**config.mk**
```make
export PLATFORM = sky130hd
export DESIGN_NAME = aes_round_ctrl
export DESIGN_NICKNAME = d
export VERILOG_FILES = /design/src/rtl/aes_round_ctrl.sv
export SDC_FILE = /design/constraint.sdc
export NUM_CORES = 1
export LEC_CHECK = 0
export ABC_AREA = 0
export BUFFER_PORTS_ARGS = -buffer_cell sky130_fd_sc_hd__buf_2
export CORE_AREA = 2 2 208 210
export DETAILED_ROUTE_END_ITERATION = 8
export DIE_AREA = 0 0 210 212
export HOLD_SLACK_MARGIN = 0.15
export PLACE_DENSITY = 0.48
export REMOVE_ABC_BUFFERS = 1
export SYNTH_ARGS = -nofsm -noshare
export SYNTH_HDL_FRONTEND = slang
export SYNTH_SLANG_ARGS = --single-unit
export TNS_END_PERCENT = 10
```
**constraint.sdc**
```tcl
create_clock -name clk -period 2.3 [get_ports clk]
set_input_delay 0.115 -clock clk [delete_from_list [all_inputs] [get_ports clk]]
set_output_delay 0.115 -clock clk [all_outputs]
set_load 0.03 [all_outputs]
```
**src/rtl/aes_round_ctrl.sv**
```systemverilog
`default_nettype none
// ============================================================================
// Module   : aes_round_ctrl
// Purpose  : Iterative AES-128 round sequencer. Accepts a 128-bit plaintext,
//            owns the cipher state register, walks the external round
//            datapath through the initial AddRoundKey, NR-1 full rounds and
//            the final round, then presents the ciphertext.
// Revision : 1.0 - initial release
// ----------------------------------------------------------------------------
// Ports
//   clk         in   clock, rising edge
//   rst_n       in   asynchronous active-low reset
//   flush_i     in   synchronous abort, back to IDLE, block discarded
//   in_valid    in   plaintext valid
//   in_ready    out  controller idle, plaintext accepted on in_valid
//   pt_i        in   plaintext, pt_i[0] = bits 127:96
//   rk_idx      out  round-key index requested from the key schedule
//   rk_valid    in   round key for rk_idx is present at the datapath
//   dp_state_o  out  current state to the datapath
//   dp_mode     out  0 AddRoundKey, 1 full round, 2 final round
//   dp_state_i  in   datapath result
//   out_valid   out  ciphertext valid
//   out_ready   in   consumer accepts ciphertext
//   ct_o        out  ciphertext (state register)
//   round_o     out  round counter
//   busy        out  block in flight (ROUND or DONE)
// ============================================================================
module aes_round_ctrl #(
  parameter int NR = 10,
  parameter int RW = 4
) (
  input  logic          clk,
  input  logic          rst_n,
  input  logic          flush_i,
  input  logic          in_valid,
  output logic          in_ready,
  input  logic [31:0]   pt_i [3:0],
  output logic [RW-1:0] rk_idx,
  input  logic          rk_valid,
  output logic [31:0]   dp_state_o [3:0],
  output logic [1:0]    dp_mode,
  input  logic [31:0]   dp_state_i [3:0],
  output logic          out_valid,
  input  logic          out_ready,
  output logic [31:0]   ct_o [3:0],
  output logic [RW-1:0] round_o,
  output logic          busy
);

  localparam logic [RW-1:0] c_NR         = RW'(NR);
  localparam logic [1:0]    c_MODE_ARK   = 2'd0;
  localparam logic [1:0]    c_MODE_FULL  = 2'd1;
  localparam logic [1:0]    c_MODE_FINAL = 2'd2;

  typedef enum logic [1:0] {
    S_IDLE  = 2'd0,
    S_ROUND = 2'd1,
    S_DONE  = 2'd2
  } state_t;

  state_t        r_fsm;
  state_t        w_fsm_nxt;
  logic [RW-1:0] r_round;
  logic [RW-1:0] w_round_nxt;
  logic          w_load_pt;
  logic          w_load_dp;
  logic [31:0]   r_state [3:0];
  logic [1:0]    w_mode;

  // Next-state / datapath-load decode
  always_comb begin
    w_fsm_nxt   = r_fsm;
    w_round_nxt = r_round;
    w_load_pt   = 1'b0;
    w_load_dp   = 1'b0;
    case (r_fsm)
      S_IDLE: begin
        if (in_valid) begin
          w_fsm_nxt   = S_ROUND;
          w_round_nxt = '0;
          w_load_pt   = 1'b1;
        end
      end
      S_ROUND: begin
        if (r_round > c_NR) begin
          // Unreachable counter value: recover to a clean idle state.
          w_fsm_nxt   = S_IDLE;
          w_round_nxt = '0;
        end else if (rk_valid) begin
          w_load_dp = 1'b1;
          if (r_round == c_NR) begin
            w_fsm_nxt = S_DONE;
          end else begin
            w_round_nxt = r_round + 1'b1;
          end
        end
      end
      S_DONE: begin
        if (out_ready) begin
          w_fsm_nxt = S_IDLE;
        end
      end
      default: begin
        w_fsm_nxt   = S_IDLE;
        w_round_nxt = '0;
      end
    endcase
    // Abort overrides everything, including a same-cycle accept. The state
    // register keeps whatever it held; only control is reset.
    if (flush_i) begin
      w_fsm_nxt   = S_IDLE;
      w_round_nxt = '0;
      w_load_pt   = 1'b0;
      w_load_dp   = 1'b0;
    end
  end

  always_ff @(posedge clk or negedge rst_n) begin
    if (!rst_n) begin
      r_fsm   <= S_IDLE;
      r_round <= '0;
      r_state <= '{default: 32'h0};
    end else begin
      r_fsm   <= w_fsm_nxt;
      r_round <= w_round_nxt;
      if (w_load_pt) begin
        r_state <= pt_i;
      end else if (w_load_dp) begin
        r_state <= dp_state_i;
      end
    end
  end

  // Mode depends only on registered state, so a stall holds it naturally.
  always_comb begin
    w_mode = c_MODE_ARK;
    if (r_fsm == S_ROUND) begin
      if (r_round == '0) begin
        w_mode = c_MODE_ARK;
      end else if (r_round == c_NR) begin
        w_mode = c_MODE_FINAL;
      end else begin
        w_mode = c_MODE_FULL;
      end
    end
  end

  assign in_ready   = (r_fsm == S_IDLE);
  assign out_valid  = (r_fsm == S_DONE);
  assign busy       = (r_fsm == S_ROUND) || (r_fsm == S_DONE);
  assign rk_idx     = r_round;
  assign round_o    = r_round;
  assign dp_mode    = w_mode;
  assign dp_state_o = r_state;
  assign ct_o       = r_state;

endmodule
`default_nettype wire
```
After elaboration in Yosys (flattened, before gate mapping)
Index checks and enable logic that the tools add are counted.
Cells by class
  add/subtract/negate cells: 1
  $lt $le $gt $ge: 1
  equality and inequality tests: 9
  mux-type cells: 25
  reduce and logical (&&, ||, !) cells: 6
Operators by type and width (number)
  $mux W128: 2
  $mux W4: 5
  $mux W2: 9
  $pmux W4 S3: 1
  $ne A4 B4 Y1 const B: 2
  $reduce_and A4 Y1: 2
  $mux W1: 7
  $pmux W2 S3: 1
  $add A4 B1 Y4 const B: 1
  $eq A4 B4 Y1 const B: 1
  $gt A4 B4 Y1 const B: 1
  $logic_not A4 Y1: 1
  $ne A4 B3 Y1 const B: 1
  $ne A3 B2 Y1 const B: 1
  $ne A3 B3 Y1 const B: 1
  $eq A2 B1 Y1 const B: 1
  $eq A2 B2 Y1 const B: 1
  $logic_not A2 Y1: 1
  $ne A2 B2 Y1 const B: 1
  $reduce_bool A2 Y1: 1
  $logic_or A1 B1 Y1: 1
Word-level totals
  bits in registers: 134
  input bits: 262
  output and inout port bits: 269
  logic and storage cells: 48

Depth between registers and ports, before layout
  word-level depth: 6
  gate-level depth with buffers: 8
  mapped depth without buffers: 6

Worst setup path after synthesis
OpenSTA, ideal clock, no wires.
  kind: reg-to-reg
  from: register r_round[0] (netlist: rk_idx[0])
  to: register r_state, in the netlist ct_o[32]
  library setup time: 141 ps
  arrival time: 1743 ps
  data required time: 2159 ps
  setup slack: 416 ps
  cell stages (with the launch flop): 9
  buffers on the path: 2
  clock period less this slack: 1884 ps
  path through: dfrtp_1 > inv_1 > ha_1 > nand3b_1 > and4_1 > buf_4 > buf_6 > nand2_1 > a31oi_1
Between the ends
  word-level cells in the longest chain between the ends: 5
RTL lines
  start: declaration: RTL line 63  | logic [RW-1:0] r_round;
  start signal: assignment: RTL line 125  | r_round <= w_round_nxt;
  $gt A4 B4 Y1: RTL line 85  | if (r_round > c_NR) begin
  $mux W1: RTL line 85
  $mux W1: RTL line 76  | case (r_fsm)
  $mux W1: RTL line 110  | if (flush_i) begin
  $reduce_bool A2 Y1 (no source line)
  end signal: assignment: RTL line 127  | r_state <= pt_i;
  end signal: assignment: RTL line 129  | r_state <= dp_state_i;
  end: declaration: RTL line 67  | logic [31:0] r_state [3:0];
No other way between the ends.
A chain may end at the register's enable or synchronous reset.

Final worst setup path
  from: register r_fsm[1]
  to: register r_round[2] (netlist: rk_idx[2])
Between the ends
  word-level cells in the longest chain between the ends: 3
  elaborated cells between the ends (all ways): 10
  those cells by class: eq/ne (6); mux (2); reduce/logical (2)
RTL lines
  start: declaration: RTL line 61  | state_t r_fsm;
  start signal: assignment: RTL line 124  | r_fsm <= w_fsm_nxt;
  $eq A2 B1 Y1, or another cell as far along: RTL line 76
  $ne A4 B4 Y1 (no source line), or another cell as far along
  $reduce_and A4 Y1 (no source line) / $mux W4 (equally long branches)
Parallel ways exist; a longest one is shown, timed or not.

==> results.md <==
* Req. time, crit path at 2700 ps
* Critical Path Fanout Max at 7
* Nets at 1,802
* Initial antenna violation count at 2
* Maximum vdd drop at 0.6742 mV
* Post-synth EDFFs at 0
* CTS Buf Count at 17
* PD cells at 1365 nW/µm²
* Setup Viol. Count Final at 0
* RD Place Congestion at 0.7942
* Finished Core Util at 30.30%
* Nature of the critical path startpoint: flop
* WL/cell at 14.16 µm
* H-tree levels at 4
* Max Cap Violations at 0
* Clock Skews at 7.815 ps
* Synth Area in Simple Gates at 21.70%
* Global-route usage over all layers at 12.78%
* Tcrit/Tclk final at 89.86%
* Top Ports at 531
* Largest net degree at the start of global routing at 70
* R2R Setup Slk at 230 ps
* F_max at 483.8 MHz
* Critical-path cell list: inv_1 > ha_1 > nor2b_4 > nand3_1 > o41ai_1 > dlygate4sd3_1
* Grt ovf at 0
* Via Count at 8,527
* XOR/XNOR Fraction of Synth Area at 0%
* Cell row count at 76
* Leak Pwr at 6.366 nW
* CP Depth at 6
* Clock Path Buffers at 2
* CTS clk-pin slew, worst paths at 60 ps
* Core area at 42,510 µm²
* Placed inst area at 9612 µm²
* Area growth syn-to-layout at 76.69%
* Setup ws final at 233.2 ps
* Top FF cell, synth: dfrtp_1
* Synth cell types at 34
* DRT iter0 DRCs at 377
* First-pass DRT Iterations at 5
* Post-Synthesis Cells at 886
* Post-Syn Area at 7289 µm²
* RSZ-0062 raised after global routing: no
* Final count of pins violating max slew at 0
* CTS Sinks at 134
* Sequential cell area at 3353 µm²
* DRC at 0
* Finished Layout Cells at 2,095
* CTS tree: built
* Crit path largest cell delay at 580 ps
* Multi-input gate area at 2589 µm²
* # fillers at 4,467
* Clock root cell: clkbuf_16
* Worst Setup Path Type: flop to flop
* Post-synthesis async set-or-reset flop share at 100.0%
* Critical Path Slowest Stage Cell: dlygate4sd3_1
* CP delay by family, top: buffers and inverters
* Slew HR at 70.45%
* Die H at 212 µm
* Post-synthesis compound-gate area fraction at 12.20%
* CP arrival at 2470 ps
* Drt total wl at 29,670 µm
* Synth warn at 0
* Design Area, Final at 12,880 µm²
* Register area share after synthesis at 46.00%
* Worst Reg2Reg Path Length in Cells at 6
* Worst hold path type: input pin to asynchronous set/reset pin
* Vias per cell at 4.070
* DPL Wire Length at 20,310 µm
* I/O Buffers at 530
* Initial Utilization at 17.15%
* Status: completed
* Syn Area/Cell at 8.227 µm²
* Adder-cell share of the synthesized area at 1.030%
* Min cycle time layout at 2067 ps
* First-pass GRT wire length at 43,520 µm
* Post-DRT Antenna Nets at 0
* Die W at 210 µm
* Worst-Skew Late Latency at 470 ps
* Post-synthesis mux area share at 0.4463%
* Inst Count DP at 1,797
* Post-CTS sizing at 0
* DP Worst Slack at 346.8 ps
* Design Power at 17.59 mW
* Synth Register Bits at 134
* Crit end category: flop
* Die ar. at 44,520 µm²
* Layout cell share with drive strength beyond 1 at 38.20%
* Largest family of logic cells by synthesized area: simple AND/OR/NAND/NOR gates
* Worst Tran Pin Value at 443.2 ps
* Hold Fails Final Rpt at 0
* CP bufs+invs at 2
* Vias in the first global route at 8,371
==> layout make-up <==
| cell class | instances | area share [%] |
|---|---|---|
| Sequential cell | 134 | 26.03 |
| Antenna cell | 2 | 0.03886 |
| Clock inverter | 9 | 0.9520 |
| Timing Repair Buffer | 818 | 43.61 |
| Multi-Input combinational cell | 557 | 20.10 |
| Clock buffer | 23 | 3.789 |
| Tap cell | 546 | 5.304 |
| Inverter | 6 | 0.1749 |
==> cells by family after synthesis <==
kind of cell	count (synthesis)
AND/OR/NAND/NOR	406
buffers and inverters	195
AO/OA/AOI/OAI	142
flip-flops	134
adder cells (fa/ha/maj)	6
multiplexers	3
==> worst paths after layout <==
check | startpoint | end
max reg2reg | r_fsm[1] | rk_idx[2]
min | rst_n | ct_o[106]
min reg2reg | r_fsm[0] | r_fsm[0]
max in group asynchronous | rst_n | ct_o[79]
max | r_fsm[1] | rk_idx[2]
min in group clk | out_ready | r_fsm[0]
==> cells in the final DEF (no fill, tap or decap), drive strengths merged, types with 2 or more instances in the layout <==
cell and instances:
inv 6, bufinv 3, dfrtp 134, mux2 2, nand3b 2, a21oi 4
clkbuf 23, o21ai 3, nand2 260, a31oi 130, nor2 128, ha 6
nand4 2, nand2b 3, nand3 2, buf 555, nor2b 3, diode 2
clkinv 5, dlygate4sd3 263
==> per-stage QoR <==
step / setup TNS (ps) / hold WS, ps
3_5_place_dp: 0 / 68.34
3_3_place_gp: 0 / 67.68
2_1_floorplan: -379130 / -180.6
5_1_grt: 0 / 259.2
4_1_cts: 0 / 216.4
6_report: 0 / 226.8
==> routing by layer <==
layer / track usage (%) / vias to the layer above / routed length (µm)
li1: - / 4095 / -
met1: 14.03 / 3947 / 11820
met2: 21.76 / 404 / 14710
met3: 3.309 / 81 / 1783
met4: 8.780 / 0 / 1357
met5: 0 / - / 0
==> worst min-delay path, delay by kind of cell <==
kind	cells	cell delay, ps
buf+inv	3	940
==> cell usage after synthesis, types with 3 or more instances <==
cell / count / share of area (%)
a21oi_1: 4 / 0.27
a31oi_1: 130 / 11
buf_1: 3 / 0.15
buf_2: 17 / 1.2
buf_4: 135 / 14
buf_6: 13 / 2.0
clkbuf_1: 21 / 1.1
dfrtp_1: 134 / 46
ha_1: 6 / 1.0
inv_1: 6 / 0.31
nand2_1: 260 / 13
nand2b_1: 3 / 0.26
nor2_1: 128 / 6.6
==> flip-flops by register name, summed over array words and instances, names as in the netlist <==
name	flops
ct_o	128
r_fsm	2
rk_idx	4
==> where the power goes <==
group / internal [mW] / switching, mW / total (mW)
sequential: 3.52 / 1.16 / 4.68
combinational: 2.92 / 7.09 / 10.0
clock: 1.80 / 1.08 / 2.89
total: 8.25 / 9.34 / 17.6
==> timing repair <==
action                                  in CTS  in global routing
endpoints found under the hold margin      265                  0
hold buffers                               264                  0
buffers inserted                             0                  0
endpoints found under the setup margin       0                  0
Note: power is estimated with default switching activity, not from simulation.
